===== config.mk =====
export PLATFORM = sky130hd
export DESIGN_NAME = div_unit_param
export DESIGN_NICKNAME = d
export VERILOG_FILES = /design/src/rtl/div_pkg.sv /design/src/rtl/div_step.sv /design/src/rtl/div_unit_param.sv
export SDC_FILE = /design/constraint.sdc
export NUM_CORES = 1
export LEC_CHECK = 0
export BUFFER_PORTS_ARGS = -buffer_cell sky130_fd_sc_hd__buf_2
export CORE_AREA = 2 2 160 201
export DETAILED_ROUTE_END_ITERATION = 6
export DIE_AREA = 0 0 162 203
export SETUP_SLACK_MARGIN = 0.1
export SYNTH_ARGS = -nofsm -noshare
export SYNTH_HDL_FRONTEND = slang
export SYNTH_SLANG_ARGS = --single-unit

===== constraint.sdc =====
create_clock -name clk -period 7.3 [get_ports clk]
set_input_delay 2.19 -clock clk [delete_from_list [all_inputs] [get_ports clk]]
set_output_delay 2.19 -clock clk [all_outputs]
set_load 0.1 [all_outputs]

===== src/rtl/div_pkg.sv =====
`default_nettype none
// ============================================================================
// Module      : div_pkg
// Description : Shared types and helpers for the iterative divide unit.
//               Defines the divide opcode encoding (funct3[1:0]), the
//               divider FSM state encoding, and opcode classification
//               helpers.
// Revision    : 1.0 - initial release
// ============================================================================
package div_pkg;

  typedef enum logic [1:0] {
    OP_DIV  = 2'b00,
    OP_DIVU = 2'b01,
    OP_REM  = 2'b10,
    OP_REMU = 2'b11
  } div_op_e;

  typedef enum logic [1:0] {
    S_IDLE  = 2'b00,
    S_CALC  = 2'b01,
    S_FIXUP = 2'b10,
    S_DONE  = 2'b11
  } div_state_e;

  // DIV and REM interpret their operands as two's complement.
  function automatic logic is_signed_op(input div_op_e op);
    return (op == OP_DIV) || (op == OP_REM);
  endfunction

  // REM and REMU return the remainder rather than the quotient.
  function automatic logic is_rem_op(input div_op_e op);
    return (op == OP_REM) || (op == OP_REMU);
  endfunction

endpackage
`default_nettype wire


===== src/rtl/div_step.sv =====
`default_nettype none
// ============================================================================
// Module      : div_step
// Description : One combinational restoring-division iteration. Shifts the
//               next dividend bit (MSB of Q) into the partial remainder,
//               subtracts M if it fits, and shifts the result bit into Q.
// Ports       : rem_i [WIDTH:0]   partial remainder in
//               q_i   [WIDTH-1:0] dividend/quotient shift register in
//               m_i   [WIDTH:0]   divisor magnitude
//               rem_o [WIDTH:0]   partial remainder out
//               q_o   [WIDTH-1:0] shift register out (new quotient bit LSB)
// Revision    : 1.0 - initial release
// ============================================================================
module div_step #(
  parameter int WIDTH = 32
) (
  input  logic [WIDTH:0]   rem_i,
  input  logic [WIDTH-1:0] q_i,
  input  logic [WIDTH:0]   m_i,
  output logic [WIDTH:0]   rem_o,
  output logic [WIDTH-1:0] q_o
);

  // One extra bit on the shifted value so the compare sees the full
  // (WIDTH+1)-bit remainder before the shift.
  logic [WIDTH+1:0] w_shift;
  logic [WIDTH:0]   w_diff;
  logic             w_ge;

  assign w_shift = {rem_i, q_i[WIDTH-1]};
  assign w_ge    = (w_shift >= {1'b0, m_i});
  assign w_diff  = w_shift[WIDTH:0] - m_i;
  assign rem_o   = w_ge ? w_diff : w_shift[WIDTH:0];
  assign q_o     = {q_i[WIDTH-2:0], w_ge};

endmodule
`default_nettype wire


===== src/rtl/div_unit_param.sv =====
`default_nettype none
// ============================================================================
// Module      : div_unit_param
// Description : Iterative RV32M-style divider (DIV/DIVU/REM/REMU) with
//               early exit for divide-by-zero, signed overflow and
//               |dividend| < |divisor|, ROB flush, and a valid/yumi result
//               handshake. UNROLL restoring steps are retired per cycle.
// Ports       : clk, reset_n (async active-low)
//               valid_in/ready          operand handshake
//               op, dividend, divisor, tag_in
//               flush                   squash in-flight op
//               valid_out/yumi_in       result handshake
//               result, tag_out         registered result and ROB tag
// Revision    : 1.0 - initial release
// ============================================================================
module div_unit_param
  import div_pkg::*;
#(
  parameter int WIDTH  = 32,
  parameter int TAG_W  = 4,
  parameter int UNROLL = 1
) (
  input  logic             clk,
  input  logic             reset_n,
  input  logic             valid_in,
  output logic             ready,
  input  logic [1:0]       op,
  input  logic [WIDTH-1:0] dividend,
  input  logic [WIDTH-1:0] divisor,
  input  logic [TAG_W-1:0] tag_in,
  input  logic             flush,
  output logic             valid_out,
  input  logic             yumi_in,
  output logic [WIDTH-1:0] result,
  output logic [TAG_W-1:0] tag_out
);

  localparam int               STEPS    = WIDTH / UNROLL;
  localparam int               CNT_W    = $clog2(STEPS + 1);
  localparam logic [CNT_W-1:0] CNT_INIT = CNT_W'(STEPS);
  localparam logic [WIDTH-1:0] MIN_VAL  = {1'b1, {(WIDTH-1){1'b0}}};

  div_state_e       state_q;
  div_op_e          op_q;
  logic             sign_a_q, sign_b_q;
  logic [WIDTH:0]   rem_q;
  logic [WIDTH-1:0] quo_q;
  logic [WIDTH:0]   m_q;
  logic [CNT_W-1:0] cnt_q;
  logic             valid_q;
  logic [WIDTH-1:0] result_q;
  logic [TAG_W-1:0] tag_q;

  // Accept-side decode of the incoming operands.
  div_op_e        w_op;
  logic           w_signed, w_is_rem;
  logic           w_neg_a, w_neg_b;
  logic [WIDTH:0] w_abs_a, w_abs_b;
  logic           w_div_zero, w_ovf, w_small;

  assign w_op     = div_op_e'(op);
  assign w_signed = is_signed_op(w_op);
  assign w_is_rem = is_rem_op(w_op);
  assign w_neg_a  = w_signed & dividend[WIDTH-1];
  assign w_neg_b  = w_signed & divisor[WIDTH-1];
  // Sign-extend before negating so |MIN| = 2^(WIDTH-1) is exact.
  assign w_abs_a  = w_neg_a ? -{dividend[WIDTH-1], dividend} : {1'b0, dividend};
  assign w_abs_b  = w_neg_b ? -{divisor[WIDTH-1], divisor}   : {1'b0, divisor};
  assign w_div_zero = (divisor == '0);
  assign w_ovf      = w_signed && (dividend == MIN_VAL) && (divisor == '1);
  assign w_small    = (w_abs_a < w_abs_b);

  // Restoring-step chain, UNROLL stages deep.
  logic [UNROLL:0][WIDTH:0]   w_rem;
  logic [UNROLL:0][WIDTH-1:0] w_quo;

  assign w_rem[0] = rem_q;
  assign w_quo[0] = quo_q;

  generate
    for (genvar gi = 0; gi < UNROLL; gi++) begin : g_unroll
      div_step #(.WIDTH(WIDTH)) u_step (
        .rem_i (w_rem[gi]),
        .q_i   (w_quo[gi]),
        .m_i   (m_q),
        .rem_o (w_rem[gi+1]),
        .q_o   (w_quo[gi+1])
      );
    end
  endgenerate

  // Sign correction applied once the magnitudes are final.
  logic             w_fix_qneg, w_fix_rneg;
  logic [WIDTH-1:0] w_quo_fix, w_rem_fix;

  assign w_fix_qneg = is_signed_op(op_q) && (sign_a_q ^ sign_b_q);
  assign w_fix_rneg = is_signed_op(op_q) && sign_a_q;
  assign w_quo_fix  = w_fix_qneg ? -quo_q : quo_q;
  assign w_rem_fix  = w_fix_rneg ? -rem_q[WIDTH-1:0] : rem_q[WIDTH-1:0];

  always_ff @(posedge clk or negedge reset_n) begin
    if (!reset_n) begin
      state_q  <= S_IDLE;
      op_q     <= OP_DIV;
      sign_a_q <= 1'b0;
      sign_b_q <= 1'b0;
      rem_q    <= '0;
      quo_q    <= '0;
      m_q      <= '0;
      cnt_q    <= '0;
      valid_q  <= 1'b0;
      result_q <= '0;
      tag_q    <= '0;
    end else if (flush) begin
      // Flush beats both a new op and a pending yumi.
      state_q <= S_IDLE;
      valid_q <= 1'b0;
    end else begin
      case (state_q)
        S_IDLE: begin
          if (valid_in) begin
            op_q     <= w_op;
            tag_q    <= tag_in;
            sign_a_q <= dividend[WIDTH-1];
            sign_b_q <= divisor[WIDTH-1];
            if (w_div_zero) begin
              result_q <= w_is_rem ? dividend : '1;
              valid_q  <= 1'b1;
              state_q  <= S_DONE;
            end else if (w_ovf) begin
              result_q <= w_is_rem ? '0 : MIN_VAL;
              valid_q  <= 1'b1;
              state_q  <= S_DONE;
            end else if (w_small) begin
              result_q <= w_is_rem ? dividend : '0;
              valid_q  <= 1'b1;
              state_q  <= S_DONE;
            end else begin
              rem_q   <= '0;
              quo_q   <= w_abs_a[WIDTH-1:0];
              m_q     <= w_abs_b;
              cnt_q   <= CNT_INIT;
              state_q <= S_CALC;
            end
          end
        end
        S_CALC: begin
          rem_q <= w_rem[UNROLL];
          quo_q <= w_quo[UNROLL];
          cnt_q <= cnt_q - CNT_W'(1);
          if (cnt_q == CNT_W'(1)) begin
            state_q <= S_FIXUP;
          end
        end
        S_FIXUP: begin
          result_q <= is_rem_op(op_q) ? w_rem_fix : w_quo_fix;
          valid_q  <= 1'b1;
          state_q  <= S_DONE;
        end
        S_DONE: begin
          if (yumi_in) begin
            valid_q <= 1'b0;
            state_q <= S_IDLE;
          end
        end
        default: state_q <= S_IDLE;
      endcase
    end
  end

  assign ready     = (state_q == S_IDLE);
  assign valid_out = valid_q;
  assign result    = result_q;
  assign tag_out   = tag_q;

endmodule
`default_nettype wire


==> summary.md <==
| Metric | Value |
|---|---|
| Most common cell after layout, fill and taps aside | a21oi_1 |
| TritonCTS clock tree | yes |
| Nets | 1755 |
| Ant. Diodes | 0 |
| Global Route Usage Sum | 0.2575 |
| Htree depth | 4 |
| Setup Viol. Count Final | 0 |
| Most frequent cells in the layout | a21oi_1, nor2_1, dfrtp_1, nand2_1, o21ai_0 |
| RSZ-0062 raised after global routing | no |
| Max incr delay on CP | 0.98 ns |
| Nature of the critical path endpoint | flip-flop |
| Filler cell count | 3116 |
| CTS resizes | 0 |
| Total gr overflow | 0 |
| Pin count of the biggest net entering global routing | 83 |
| Core ar. | 30810 µm² |
| Seq/Total Area, Yosys | 0.2994 |
| Post-CTS setup buffers | 0 |
| CP cell instances | buf_2 -> inv_1 -> ha_1 -> or4b_1 -> buf_4 -> nor3_1 -> a21oi_1 -> xnor2_1 -> ha_1 -> nand4_1 -> nor4_1 -> o31ai_1 -> a311oi_1 -> nor4_1 -> or2_1 -> nor2_4 -> mux2_2 |
| Synth-to-layout area growth | 13.35% |
| Req. time, crit path | 7.63 ns |
| Fin Hold WS | 0.4803 ns |
| Min Clock Period, post-route | 6.834 ns |
| Die height | 203 µm |
| Clock-pin slew on the worst setup and hold paths | 0.06 ns |
| Min-delay worst type | reg -> reg |
| First drt pass iteration count | 6 |
| Hpwl dp | 33030 µm |
| Port Buffer Count | 112 |
| Vias in the first global route | 11190 |
| Root Driver | clkbuf_16 |
| Outcome | completed |
| Pwr dens | 438.8 nW/µm² |
| Clock sinks | 147 |
| Ports | 113 |
| Worst vdd ir | 283.8 µV |
| Post-synthesis cell area | 12290 µm² |
| CTS max path bufs | 2 |
| Syn Inst Count | 1524 |
| CP max stage cell | nor2_4 |
| Initial antenna violation count | 0 |
| First-pass GRT wire length | 65380 µm |
| CP Launch Type | input pin |
| FFs w/ async S/R, synth | 1.000 |
| Initial DRC count | 972 |
| Die area | 32890 µm² |
| Post-route DRC | 0 |
| Later-pin clock latency in the skew report | 0.44 ns |
| Yosys warns | 0 |
| Die Wd | 162 µm |
| Syn_nets | 1676 |
| Post-CTS Hold Buffers | 0 |
| Sum of negative setup slack | 0 ns |
| Max Cap Viol | 0 |
| Wire per inst | 20.99 µm |
| Avg Inst Size Synth | 8.062 µm² |
| Critical Path Fanout Max | 60 |
| Worst Path Arrival | 7.16 ns |
| Worst clock skew | 0.01140 ns |
| F_max | 146.3 MHz |
| Std cell rows | 72 |
| Routed Antenna Nets | 0 |
| Hold Fails Final Rpt | 0 |
| Area of the multi-input gates | 8082 µm² |
| Worst Max-Slew Pin Slew | 1.291 ns |
| CTS Buf Count | 17 |
| Vias per Instance | 5.818 |
| Initial Util | 0.3988 |
| Leak | 0.006329 µW |
| Storage cell area | 3680 µm² |
| Layout cell share with drive strength beyond 1 | 0.1318 |
| FF+latch count, synth | 147 |
| Slew Viols, Final | 0 |
| Top FF cell, synth | dfrtp_1 |
| Crit path kind | in -> reg |
| Crit share post-route | 0.9361 |
| Placer Congestion | 0.9443 |
| EDFF count, synth | 0 |
| Slew HR | 0.1373 |
| Cell variety after synth | 79 |
| Total number of vias | 11770 |
| Drt total wl | 42460 µm |
## cells by family after synthesis
logic type / share of synthesized area
AO/OA/AOI/OAI: 0.2312
adder cells (fa/ha/maj): 0.07902
flip-flops: 0.2994
other: 0.0006112
buffers and inverters: 0.04562
XOR/XNOR: 0.1062
AND/OR/NAND/NOR: 0.1930
multiplexers: 0.04501
## path summary, 6_finish.rpt
kind | start | to | slack, ns | cells past startpoint
max in group asynchronous | reset_n | result[25] | 4.08 | 2
min in group asynchronous | reset_n | tag_out[2] | 1.81 | 1
setup / recovery | dividend[0] | m_q[0] | 0.47 | 17
hold reg to reg | result[23] | result[23] | 0.48 | 1
setup reg to reg | quo_q[31] | rem_q[1] | 3.39 | 13
hold / removal | result[23] | result[23] | 0.48 | 1
## synth_stat cells (18+ instances only)
cell	count	area, µm²
nand2_1	135	506.7
nor2_1	157	589.3
ha_1	76	950.9
nor3_1	26	130.1
nand2b_1	28	175.2
a21oi_1	161	805.8
xor2_1	71	621.9
mux2i_1	44	440.4
a21o_1	26	195.2
inv_1	65	244.0
dfrtp_1	147	3679
nand4_1	27	168.9
xnor2_1	78	683.2
o31ai_1	32	240.2
or3_1	18	112.6
clkbuf_1	55	206.5
o21ai_0	128	640.6
## worst max-delay path, delay by kind of cell
family,cells,cell delay (ns)
AND/OR/NAND/NOR,7,2.68
buffers and inverters,3,0.48
AO/OA/AOI/OAI,3,0.55
multiplexers,1,0.42
XOR/XNOR,1,0.37
adder cells (fa/ha/maj),2,0.47
## report_power, final
| group | internal [µW] | total [µW] | switching, µW |
|---|---|---|---|
| combinational | 1160 | 3670 | 2500 |
| clock | 576 | 968 | 392 |
| sequential | 1140 | 1480 | 339 |
| total | 2880 | 6110 | 3230 |
## layout make-up
| type | count | share of cell area |
|---|---|---|
| Inverter | 65 | 0.01752 |
| Clock buffer | 18 | 0.03081 |
| Multi-Input combinational cell | 1233 | 0.5803 |
| Sequential cell | 147 | 0.2642 |
| Clock inverter | 14 | 0.01446 |
| Tap cell | 407 | 0.03656 |
| Timing Repair Buffer | 139 | 0.05615 |
## metal layers
layer / track usage / vias up / wire length [µm]
met1: 0.3237 / 5690 / 17870
met3: 0.03187 / 97 / 1866
met4: 0.1356 / 0 / 2261
met5: 0 / - / 0
met2: 0.4313 / 381 / 20460
li1: - / 5601 / -
## registers in the layout, indices dropped and copies added, names as in the netlist
register,count
m_q,33
rem_q,33
quo_q,32
result,32
cnt_q,6
tag_out,4
op_q,2
state_q,2
sign_a_q,1
sign_b_q,1
valid_out,1
## per-stage QoR
stage	total power (µW)	util	instance area [µm²]	setup slack, ns	std cells
global route	6502	0.4520	13930	0.1792	2023
global placement	5069	0.4316	13300	0.1830	1991
detailed placement	5099	0.4316	13300	0.1234	1991
finish	6112	0.4520	13930	0.4662	2023
floorplan	4172	-	12290	1.070	1524
CTS	6089	0.4520	13930	0.5550	2023
Note: power is estimated with default switching activity, not from simulation.
